--- config.mk ---
export PLATFORM = sky130hd
export DESIGN_NAME = muldiv_issue_seq_flat
export DESIGN_NICKNAME = d
export VERILOG_FILES = /design/src/rtl/muldiv_issue_seq_if.sv /design/src/rtl/muldiv_issue_seq.sv /design/src/flat_wrapper.sv
export SDC_FILE = /design/constraint.sdc
export NUM_CORES = 1
export LEC_CHECK = 0
export CORE_ASPECT_RATIO = 0.9
export CORE_MARGIN = 2
export CORE_UTILIZATION = 45
export DETAILED_ROUTE_END_ITERATION = 7
export GPL_TIMING_DRIVEN = 1
export PLACE_DENSITY = 0.92
export SETUP_SLACK_MARGIN = 0.2
export SLEW_MARGIN = 20
export SYNTH_ARGS = -nofsm -noshare
export SYNTH_HDL_FRONTEND = slang
export SYNTH_SLANG_ARGS = --single-unit
--- constraint.sdc ---
create_clock -name clk -period 3.4 [get_ports clk]
set_clock_uncertainty 0.15 [all_clocks]
set_input_delay 0.68 -clock clk [delete_from_list [all_inputs] [get_ports clk]]
set_output_delay 0.68 -clock clk [all_outputs]
set_load 0.03 [all_outputs]
--- src/rtl/muldiv_issue_seq_if.sv ---
// Pipeline-side command/response channels of the mult/div issue sequencer.
// The master is the EX-stage decode; the slave is the sequencer.
interface muldiv_issue_seq_if;
    logic        req_valid;
    logic        req_ready;
    logic [1:0]  req_cmd;
    logic [31:0] req_a;
    logic [31:0] req_b;
    logic        rsp_valid;
    logic        rsp_ready;
    logic [63:0] rsp_data;
    logic        rsp_err;

    modport master (
        output req_valid, req_cmd, req_a, req_b, rsp_ready,
        input  req_ready, rsp_valid, rsp_data, rsp_err
    );

    modport slave (
        input  req_valid, req_cmd, req_a, req_b, rsp_ready,
        output req_ready, rsp_valid, rsp_data, rsp_err
    );
endinterface

--- src/rtl/muldiv_issue_seq.sv ---
// Issues MULT/DIV to the ALU, waits out alu_stall (with timeout abort) and returns
// HI/LO over a valid/ready response; MFHI/MFLO read HI/LO without touching the ALU.
module muldiv_issue_seq #(
    parameter int unsigned TIMEOUT = 63,
    parameter logic [3:0]  OP_MULT = 4'hA,
    parameter logic [3:0]  OP_DIV  = 4'hB,
    parameter logic [3:0]  OP_IDLE = 4'hF
) (
    input  logic              clk,
    input  logic              rst_n,
    muldiv_issue_seq_if.slave io_bus,
    output logic [3:0]        o_alu_op,
    output logic [31:0]       o_alu_a,
    output logic [31:0]       o_alu_b,
    input  logic              i_alu_stall,
    input  logic [31:0]       i_alu_hi,
    input  logic [31:0]       i_alu_lo
);

    typedef enum logic [2:0] {
        S_IDLE,
        S_ISSUE,
        S_WAIT,
        S_CAPTURE,
        S_RESP
    } state_t;

    typedef enum logic [1:0] {
        CMD_MULT = 2'd0,
        CMD_DIV  = 2'd1,
        CMD_MFHI = 2'd2,
        CMD_MFLO = 2'd3
    } cmd_t;

    localparam logic [5:0] TIMEOUT_CNT = TIMEOUT[5:0];

    state_t      r_state;
    state_t      w_next_state;
    cmd_t        r_cmd;
    cmd_t        w_req_cmd;
    logic [3:0]  r_alu_op;
    logic [31:0] r_alu_a;
    logic [31:0] r_alu_b;
    logic [5:0]  r_cnt;
    logic [63:0] r_rsp_data;
    logic        r_rsp_err;
    logic        w_accept;
    logic        w_is_muldiv;
    logic        w_timeout;

    assign w_req_cmd   = cmd_t'(io_bus.req_cmd);
    assign w_accept    = io_bus.req_valid && (r_state == S_IDLE);
    assign w_is_muldiv = (w_req_cmd == CMD_MULT) || (w_req_cmd == CMD_DIV);
    assign w_timeout   = i_alu_stall && (r_cnt == TIMEOUT_CNT);

    // NOTE: sequential state uses non-blocking assignments so every register samples
    // the pre-edge values of its neighbours, independent of process ordering.
    always_ff @(posedge clk or negedge rst_n) begin
        if (!rst_n) begin
            r_state <= S_IDLE;
        end else begin
            r_state <= w_next_state;
        end
    end

    // NOTE: the default assignment up front keeps this block free of inferred latches.
    always_comb begin
        w_next_state = r_state;
        case (r_state)
            S_IDLE: begin
                if (w_accept) begin
                    w_next_state = w_is_muldiv ? S_ISSUE : S_CAPTURE;
                end
            end
            // A low stall here means the ALU recognised a repeat and HI/LO are current.
            S_ISSUE:   w_next_state = i_alu_stall ? S_WAIT : S_CAPTURE;
            S_WAIT: begin
                if (!i_alu_stall) begin
                    w_next_state = S_CAPTURE;
                end else if (w_timeout) begin
                    w_next_state = S_RESP;
                end
            end
            S_CAPTURE: w_next_state = S_RESP;
            S_RESP: begin
                if (io_bus.rsp_ready) begin
                    w_next_state = S_IDLE;
                end
            end
            default:   w_next_state = S_IDLE;
        endcase
    end

    always_comb begin
        io_bus.req_ready = (r_state == S_IDLE);
        io_bus.rsp_valid = (r_state == S_RESP);
        io_bus.rsp_data  = r_rsp_data;
        io_bus.rsp_err   = r_rsp_err;
        o_alu_op         = r_alu_op;
        o_alu_a          = r_alu_a;
        o_alu_b          = r_alu_b;
    end

    // Operands are only reloaded on accept so the ALU's duplicate-op compare stays stable.
    always_ff @(posedge clk or negedge rst_n) begin
        if (!rst_n) begin
            r_cmd      <= CMD_MULT;
            r_alu_op   <= OP_IDLE;
            r_alu_a    <= '0;
            r_alu_b    <= '0;
            r_cnt      <= '0;
            r_rsp_data <= '0;
            r_rsp_err  <= 1'b0;
        end else begin
            case (r_state)
                S_IDLE: begin
                    if (w_accept) begin
                        r_cmd <= w_req_cmd;
                        if (w_is_muldiv) begin
                            r_alu_a  <= io_bus.req_a;
                            r_alu_b  <= io_bus.req_b;
                            r_alu_op <= (w_req_cmd == CMD_MULT) ? OP_MULT : OP_DIV;
                        end
                    end
                end
                S_ISSUE: begin
                    r_alu_op <= OP_IDLE;
                    r_cnt    <= '0;
                end
                S_WAIT: begin
                    r_cnt <= r_cnt + 6'd1;
                    if (w_timeout) begin
                        r_rsp_err  <= 1'b1;
                        r_rsp_data <= '0;
                    end
                end
                S_CAPTURE: begin
                    r_rsp_err <= 1'b0;
                    case (r_cmd)
                        CMD_MFHI: r_rsp_data <= {32'b0, i_alu_hi};
                        CMD_MFLO: r_rsp_data <= {32'b0, i_alu_lo};
                        default:  r_rsp_data <= {i_alu_hi, i_alu_lo};
                    endcase
                end
                default: ;
            endcase
        end
    end

endmodule
--- src/flat_wrapper.sv ---
// flat-port wrapper written by rule: the top's interface ports become plain ports
module muldiv_issue_seq_flat 
#(
    parameter int unsigned TIMEOUT = 63,
    parameter logic [3:0]  OP_MULT = 4'hA,
    parameter logic [3:0]  OP_DIV  = 4'hB,
    parameter logic [3:0]  OP_IDLE = 4'hF
)
  (clk, rst_n, o_alu_op, o_alu_a, o_alu_b, i_alu_stall, i_alu_hi, i_alu_lo, io_bus_req_valid, io_bus_req_cmd, io_bus_req_a, io_bus_req_b, io_bus_rsp_ready, io_bus_req_ready, io_bus_rsp_valid, io_bus_rsp_data, io_bus_rsp_err);
  muldiv_issue_seq_if io_bus_i ();
  input  logic clk;
  input  logic rst_n;
  output logic [3:0] o_alu_op;
  output logic [31:0] o_alu_a;
  output logic [31:0] o_alu_b;
  input  logic i_alu_stall;
  input  logic [31:0] i_alu_hi;
  input  logic [31:0] i_alu_lo;
  input wire logic [$bits(io_bus_i.req_valid)-1:0] io_bus_req_valid;
  input wire logic [$bits(io_bus_i.req_cmd)-1:0] io_bus_req_cmd;
  input wire logic [$bits(io_bus_i.req_a)-1:0] io_bus_req_a;
  input wire logic [$bits(io_bus_i.req_b)-1:0] io_bus_req_b;
  input wire logic [$bits(io_bus_i.rsp_ready)-1:0] io_bus_rsp_ready;
  output wire logic [$bits(io_bus_i.req_ready)-1:0] io_bus_req_ready;
  output wire logic [$bits(io_bus_i.rsp_valid)-1:0] io_bus_rsp_valid;
  output wire logic [$bits(io_bus_i.rsp_data)-1:0] io_bus_rsp_data;
  output wire logic [$bits(io_bus_i.rsp_err)-1:0] io_bus_rsp_err;
  assign io_bus_i.req_valid = io_bus_req_valid;
  assign io_bus_i.req_cmd = io_bus_req_cmd;
  assign io_bus_i.req_a = io_bus_req_a;
  assign io_bus_i.req_b = io_bus_req_b;
  assign io_bus_i.rsp_ready = io_bus_rsp_ready;
  assign io_bus_req_ready = io_bus_i.req_ready;
  assign io_bus_rsp_valid = io_bus_i.rsp_valid;
  assign io_bus_rsp_data = io_bus_i.rsp_data;
  assign io_bus_rsp_err = io_bus_i.rsp_err;
  muldiv_issue_seq #(.TIMEOUT(TIMEOUT), .OP_MULT(OP_MULT), .OP_DIV(OP_DIV), .OP_IDLE(OP_IDLE)) u_core (.clk(clk), .rst_n(rst_n), .io_bus(io_bus_i), .o_alu_op(o_alu_op), .o_alu_a(o_alu_a), .o_alu_b(o_alu_b), .i_alu_stall(i_alu_stall), .i_alu_hi(i_alu_hi), .i_alu_lo(i_alu_lo));
endmodule
Word-level counts from Yosys, hierarchy flattened --
Index checks and enable logic that the tools add are counted.
Operators by class: add/sub/neg operators 1, multiplexer cells 17, reductions and logical operators 13, equality and inequality tests 13
Operator list (count):
- $pmux W64 S2 | 2
- $mux W64 | 1
- $pmux W3 S5 | 1
- $mux W3 | 4
- $pmux W6 S2 | 1
- $reduce_and A3 Y1 | 3
- $mux W4 | 2
- $pmux W4 S2 | 1
- $add A6 B1 Y6 const B | 1
- $eq A3 B2 Y1 const B | 2
- $eq A6 B6 Y1 const B | 1
- $ne A2 B1 Y1 const B | 3
- $reduce_bool A2 Y1 | 3
- $eq A2 B2 Y1 const B | 2
- $reduce_and A2 Y1 | 2
- $eq A3 B1 Y1 const B | 1
- $eq A3 B3 Y1 const B | 1
- $logic_not A3 Y1 | 1
- $mux W1 | 3
- $ne A3 B2 Y1 const B | 1
- $eq A2 B1 Y1 const B | 1
- $logic_and A1 B1 Y1 | 2
- $logic_not A2 Y1 | 1
- $mux W2 | 1
- 3 further kinds | 3
Storage, ports and cells: input bits 135, output and inout bits 135, word-level logic and storage cells 52, register bits 144

Longest topological paths before layout --
Gate-level depths: netlist of run 1.
word-level depth 5, depth in mapped cells 6

Worst setup path before layout of run 1 --
Ideal clock, no wire load.
path type register -> output, from register u_core.r_state[2], to output port io_bus_rsp_valid, cell stages (with the launch flop) 4, buffers on the path 1, arrival 1323 ps, slack 1247 ps, data required time 2570 ps, cells stage by stage dfrtp_1 > clkbuf_1 > inv_1 > nor3_1
Between the ends: longest elaborated chain between the ends 1
RTL lines:
- start: declaration | RTL line muldiv_issue_seq.sv:37 | state_t r_state;
- start signal: assignment | RTL line muldiv_issue_seq.sv:62 | r_state <= w_next_state;
- $eq A3 B3 Y1 | RTL line muldiv_issue_seq.sv:96 | io_bus.rsp_valid = (r_state == S_RESP);
- end: declaration | RTL line flat_wrapper.sv:25 | output wire logic [$bits(io_bus_i.rsp_valid)-1:0] io_bus_rsp_valid;
No other way between the ends.

Final worst setup path of run 1 --
from register u_core.r_state[1], to output port io_bus_rsp_valid
The elaborated chain is that of the path after synthesis.

==> run summary, run 1 <==
TritonCTS built the clock tree. The area of the core is 0.01326 mm^2. The launch point of the worst path is u_core.r_state[1]$_DFFE_PN0P_. The first-pass detailed-route iteration total came out at 5. The number of distinct standard cells referenced by the synthesized netlist came out at 37.

The clock edge transition at the registers on the reported setup and hold paths came out at 0.06 ns. The post-synthesis sequential element count is 142. The remaining antenna violation count after routing came out at 0.

The total count of max-transition violations in the final report is 0. In this run the count of I/O pins placed on the die edge is 270. The capture point of the critical path is io_bus_rsp_valid. The total wire length came out at 16750 um. The first-pass GRT wire length is 26070 um. The largest stage delay on the critical path is 0.74 ns. In the final layout, flip-flops and latches occupy 0.003556 mm^2.

The final-report hold violation count came out at 0. 0 antenna diodes ended up in the layout. The later-pin clock latency in the skew report is 0.40 ns.

The worst-case headroom to the max-slew limit came out at 40.02%. The critical path is of the register to primary output type. Power spread over the standard cell area amounts to 1042 mW/mm^2.

The remaining global-route overflow is 0. At the worst endpoint, the required time is 2.57 ns. The cell area after synthesis is 0.006082 mm^2.

The tool flagged a number of max-cap violations equal to 0. The clock tree root buffer cell is sky130_fd_sc_hd__clkbuf_16. The yosys synthesis warning count came out at 0. The combined area of the multi-input logic cells is 0.002136 mm^2. The utilization after layout came out at 71.18%. The initial utilization of the core area, before any placement, comes to 45.86%. STA classifies the critical path endpoint as a primary output. Buffers inserted during clock tree synthesis total 17. Among all flip-flop cells after synthesis, the most frequent one is sky130_fd_sc_hd__dfrtp_1. The die covers 0.01446 mm^2. The worst register-to-register path begins at u_core.r_state[1]$_DFFE_PN0P_. The final total power is 9.837 mW.

The count of flip-flops with a built-in enable after synthesis is 0. The initial antenna violation count is 0. The site row count is 40. The cell depth of the worst flop-to-flop path came out at 4. The setup slack on the worst flop-to-flop path is 1.13 ns. The average instance area after synthesis came out at 12.41 um^2. The number of fill cells in the layout came out at 878.

The via count of the first global-routing pass is 5115. The worst supply voltage drop on vdd is 657.0 uV. The actual transition at the worst max-transition pin came out at 0.8997 ns. The standard cell area after detailed placement is 0.008816 mm^2. For the final routed database, the setup TNS stands at 0 ns. The buffer depth of the longest clock path came out at 2.

For this run, asynchronously set or reset flops after synthesis account for 100.0%. Buffers added to address setup during post-CTS repair amount to 0. The total global routing track utilization is 22.88%. The half-perimeter wire length after placement is 11800 um. The detailed-route vias per instance came out at 5.219.

STA classifies the critical path startpoint as a register. The arrival time of data at the critical path endpoint is 1.93 ns. The critical path goes through nor3_1, clkdlybuf4s50_1. The final layout net count is 881. The min-delay analysis places its worst path in the category input pin to async pin. Compared with the post-synthesis result, the final layout area differs by 55.21%. The commonest non-fill, non-tap cell in the layout is sky130_fd_sc_hd__clkdlybuf4s50_1. Setup repair after global routing left no endpoint under its margin. The final critical path time including I/O delays and setup is 2.761 ns. The maximum frequency from static timing analysis is 362.2 MHz. The die extent in y is 114.3 um. The clock drives 142 sinks. The largest individual stage delay along the critical path comes from the cell sky130_fd_sc_hd__clkdlybuf4s50_1. The portion of the post-synthesis area used by sequential elements came out at 58.47%. The final count of negative-setup-slack endpoints is 0. Counting every instance in the synthesized netlist gives 490. CTS built an H-tree with a depth of 4. The summed area of non-filler cells in the final layout came out at 0.009440 mm^2.

The run finished with clean final reports. The endpoint identified for the worst register-to-register timing path is u_core.io_bus.rsp_data[44]$_DFFE_PN0P_. The period utilization came out at 81.21%. The ratio of cells with drive above 1 in the final layout is 11.48%.

The total of hold buffers inserted after clock tree synthesis is 0. The routability-driven placement congestion ratio came out at 0.8561. The first routing iteration left 326 violations. In the final routed layout, each cell accounts on average for 18.09 um.

The via count is 4833. The DRC violation count after routing is 0. Port buffering added 267 buffers. The pin count of the biggest net entering global routing is 130. The leakage power of the design came out at 4.201 nW.

In the layout the commonest cells are sky130_fd_sc_hd__clkdlybuf4s50_1, sky130_fd_sc_hd__dfrtp_1, sky130_fd_sc_hd__nand2_1. The count of instances resized after the clock tree is built is 0. The floorplan step set the die width to 126.5 um. The peak fanout along the critical path came out at 12.
metal layers:
layer	track usage [%]	share of wire, %
met1	26.39	39
met2	38.72	51
met3	7.710	7.5
met4	10.62	3.0
met5	0	0
report_power, final:
group          switching, mW  total (mW)  internal, mW
Combinational           2.79        4.93          2.15
Clock                  0.679        1.94          1.26
Sequential             0.479        2.96          2.48
metrics by stage:
| step | cells | setup slack (ns) | hold WS (ns) |
|---|---|---|---|
| floorplan | 491 | 1.247 | 0.2344 |
| global placement | 894 | 0.6737 | 0.3094 |
| detailed placement | 894 | 0.6404 | 0.3196 |
| CTS | 926 | 0.6160 | 0.2467 |
| global route | 926 | 0.5643 | 0.2545 |
| finish | 926 | 0.6389 | 0.1969 |
sequential cells by signal, indices dropped and copies added (netlist names):
signal                  count
u_core.o_alu_a             32
u_core.r_cnt                6
u_core.o_alu_b             32
u_core.o_alu_op             2
u_core.r_state              3
u_core.io_bus.rsp_data     64
u_core.r_cmd                2
u_core.io_bus.rsp_err       1
cells in the mapped netlist (3+ instances only):
master | count | area share, %
sky130_fd_sc_hd__nor2_1 | 4 | 0.25
sky130_fd_sc_hd__inv_1 | 36 | 2.2
sky130_fd_sc_hd__nand3_1 | 3 | 0.25
sky130_fd_sc_hd__o32ai_1 | 32 | 4.6
sky130_fd_sc_hd__nand2b_1 | 4 | 0.41
sky130_fd_sc_hd__o22ai_1 | 32 | 3.3
sky130_fd_sc_hd__mux2i_1 | 36 | 5.9
sky130_fd_sc_hd__dfrtp_1 | 140 | 58
sky130_fd_sc_hd__buf_2 | 4 | 0.33
sky130_fd_sc_hd__nand2_1 | 66 | 4.1
sky130_fd_sc_hd__buf_4 | 11 | 1.4
sky130_fd_sc_hd__clkbuf_1 | 19 | 1.2
sky130_fd_sc_hd__buf_12 | 3 | 0.99
sky130_fd_sc_hd__mux2_1 | 27 | 5.0
sky130_fd_sc_hd__mux2_2 | 40 | 7.4
sky130_fd_sc_hd__a22o_1 | 3 | 0.43
layout make-up:
cell class	instances	area share, %
Clock inverter	11	1.736
Clock buffer	21	4.877
Sequential cell	142	37.67
Timing Repair Buffer	276	29.44
Multi-Input combinational cell	272	22.62
Inverter	36	1.431
Tap cell	168	2.227
worst min-delay path by stage:
stage                                                   endpoint  depth (start not counted)
after floorplan            u_core.io_bus.rsp_data[0]$_DFFE_PN0P_                          0
after global placement         u_core.io_bus.rsp_err$_DFFE_PN0P_                          1
after detailed placement       u_core.io_bus.rsp_err$_DFFE_PN0P_                          1
after CTS                 u_core.io_bus.rsp_data[42]$_DFFE_PN0P_                          1
after global routing       u_core.io_bus.rsp_data[3]$_DFFE_PN0P_                          1
final                      u_core.io_bus.rsp_data[3]$_DFFE_PN0P_                          1
worst max-delay path: cells and delay by family (launching register included):
| kind | cells | cell delay [ns] |
|---|---|---|
| flops | 1 | 0.50 |
| buf+inv | 1 | 0.74 |
| simple gates | 1 | 0.29 |
cell families after synthesis:
family          count (synthesis)  share of synthesized area, %
compound gates                 76                         9.401
fa+ha+maj                       1                        0.2057
mux                           103                         18.33
other cells                     1                       0.06166
flops                         142                         58.47
xor+xnor                        1                        0.1440
buf+inv                        77                         6.624
simple gates                   89                         6.768
Note: power is estimated with default switching activity, not from simulation.
==> run 2, diff against run 1 <==
- CORE_UTILIZATION: 45 -> 42
- PLACE_DENSITY: 0.92 -> 0.87
- clock period: 3.4 -> 2.8 ns (I/O delays scaled with it)
==> run summary, run 2 (synthesis gave the netlist of run 1 again) <==
The site row count came out at 41. The worst min-delay path class is input pin to async pin. For this block, the initial DRC count from the detailed router was 258.

The worst-case headroom to the max-slew limit came out at 47.20%. The DRC violation count after routing is 0. The via count of the first global-routing pass came to 5045.

The number of flip-flops under the largest register name is 64. The worst register-to-register path begins at u_core.r_state[1]$_DFFE_PN0P_. The worst setup path is captured at a primary output. The global routing usage on met1 came out at 25.60%. The flow ran to the end, but the final reports show violations. The final count of negative-setup-slack endpoints is 0. The type of element launching the critical path is a register. Leaving out fill and tap cells, the most frequent cell in the layout is sky130_fd_sc_hd__clkdlybuf4s50_1.

The maximum frequency from static timing analysis came out at 414.4 MHz. Internal power comes to 7.101 mW. The part of the total power dissipated in the clock network came out at 19.2%. The largest stage delay on the critical path is 0.50 ns. The final cell count without fillers is 954. The layer flagged by global routing as most heavily used is met2. The met2 usage came out at 36.69%. The cell depth of the worst flop-to-flop path came out at 4.

The peak fanout along the critical path is 8. The horizontal die dimension came out at 130.8 um. The power density normalized to cell area is 1252 mW/mm^2. The later-pin clock latency in the skew report is 0.41 ns. The endpoint required time on the critical path came out at 2.09 ns. The detailed-route vias per instance is 5.094. TritonCTS built the clock tree.

The I/O pin count came out at 270. The period utilization came out at 86.19%. The synthesis-to-layout area growth came out at 56.16%. The sum of negative setup slack came out at 0 ns.

The minimum hold slack is -0.007989 ns. The total count of max-transition violations in the final report is 0. The ratio of cells with drive above 1 in the final layout came out at 11.96%. The smallest clock period supported by the final layout is computed as 2.413 ns. The number of clock sinks came out at 142. The clock passes through at most 2 buffers. The remaining antenna violation count after routing came out at 0. The combined flip-flop and latch cell area is 0.003556 mm^2.

The final-report hold violation count is 8. The top cell types in the final layout, fill and taps aside, are sky130_fd_sc_hd__clkdlybuf4s50_1, sky130_fd_sc_hd__dfrtp_1, sky130_fd_sc_hd__nand2_1. The met3 track demand over resource in global routing came out at 6.655%. The actual transition at the worst max-transition pin is 0.7902 ns. The via count is 4860. The switching power as a share of total power came out at 40.30%.

Measured on the finished design, the core utilization comes to 67.33%. The final total power is 11.89 mW. The number of fill cells in the layout is 985. The initial utilization of the core area, before any placement, comes to 43.11%. The final layout net count is 884.

The first global-routing pass estimated 25960 um of wire. The portion of total power attributed to sequential cells is 30.3%. After detailed routing, the total wire length is 16530 um.

Setup repair after global routing left no endpoint under its margin. With fillers left out, the area of the finished cells amounts to 0.009498 mm^2. The combined area of the multi-input logic cells is 0.002136 mm^2.

The number of antenna diodes in the final layout is 0. TritonCTS created 17 clock buffers. The worst supply voltage drop on vdd came out at 722.1 uV. The routability-driven placement congestion ratio is 0.7747.

The total global routing track utilization is 21.71%. The tree is rooted in a sky130_fd_sc_hd__clkbuf_16. The die covers 0.01546 mm^2.

The largest individual stage delay along the critical path comes from the cell sky130_fd_sc_hd__dfrtp_1. Walking the worst path, the cells encountered are inv_1, nor3_1, dlygate4sd2_1. The setup slack on the worst flop-to-flop path came out at 0.62 ns. The first detailed-routing pass took 4 iterations.

Combinational logic is responsible for 50.5% of the overall power. The initial antenna violation count came to 0. The count of buffers inserted at the top-level ports is 267. In this run the power spent charging and discharging nets is 4.793 mW. The die extent in y came out at 118.2 um. The count of maximum capacitance violations came out at 0. The remaining global-route overflow is 0. The pin count of the biggest net entering global routing came out at 72. The leakage power of the design came out at 4.233 nW. The half-perimeter wire length after placement is 11930 um. The final reports fail on hold timing.

Once placement finished, the instance area stood at 0.008882 mm^2. The number of levels in the clock H-tree came out at 4. The number of instances in the placed design is 922. The clock edge transition at the registers on the reported setup and hold paths is 0.06 ns. The setup path with the least slack is of type register to primary output. The routed length per placed instance is 17.32 um.

The arrival time of data at the critical path endpoint came out at 1.70 ns. The reg-to-reg endpoint is u_core.o_alu_a[29]$_DFFE_PN0P_. The area of the core came out at 0.01411 mm^2.
## run 2: final cells by class
type / count / share of cell area, %
multi-input combinational: 272 / 22.49
sequential: 142 / 37.44
clock buffer: 24 / 5.388
tap: 193 / 2.542
clock inverter: 8 / 1.080
timing repair buffer: 279 / 29.64
inverter: 36 / 1.423
## run 2: power by group through the flow
stage | logic [mW] | clock network (mW) | registers (mW)
4_1_cts | 6.06 | 2.33 | 3.60
3_3_place_gp | 5.86 | 0 | 3.54
2_1_floorplan | 1.85 | 0 | 5.24
5_1_grt | 6.35 | 2.42 | 3.71
6_report | 6.01 | 2.28 | 3.60
3_5_place_dp | 6.03 | 0 | 3.61
## run 2: layer usage
| metal | part of all wire [%] | up-vias | wire, um |
|---|---|---|---|
| met2 | 51 | 183 | 8472 |
| met3 | 7.3 | 36 | 1214 |
| li1 | - | 2250 | - |
| met5 | 0 | - | 0 |
| met4 | 2.6 | 0 | 432 |
| met1 | 39 | 2391 | 6405 |
## run 2: worst max-delay path by stage
stage                             startpoint                        endpoint  slack [ns]
2_1_floorplan  u_core.r_state[0]$_DFFE_PN0P_  u_core.o_alu_b[24]$_DFFE_PN0P_        0.76
3_3_place_gp                io_bus_req_valid  u_core.o_alu_a[26]$_DFFE_PN0P_        0.17
3_5_place_dp                io_bus_req_valid  u_core.o_alu_a[29]$_DFFE_PN0P_        0.13
4_1_cts        u_core.r_state[1]$_DFFE_PN0P_                io_bus_req_ready        0.24
5_1_grt        u_core.r_state[2]$_DFFE_PN0P_                io_bus_rsp_valid        0.30
6_report       u_core.r_state[2]$_DFFE_PN0P_                io_bus_rsp_valid        0.39
## run 2: critical path: cells and delay by family (launching register included)
kind                   cells  cell delay [ns]
buffers and inverters      2             0.55
and+or+nand+nor            1             0.24
DFF                        1             0.50
## run 2: repair_timing
action,in CTS,in global routing
endpoints found under the setup margin,1,1
hold buffers,0,0
buffers inserted,0,0
resized for setup,1,1
## run 2: through the flow
step / hold slack, ns / setup slack (ns)
global route: 0.03209 / 0.3005
floorplan: 0.1144 / 0.7648
finish: -0.007989 / 0.3867
detailed placement: 0.3186 / 0.1343
CTS: 0.002899 / 0.2432
global placement: 0.3114 / 0.1680
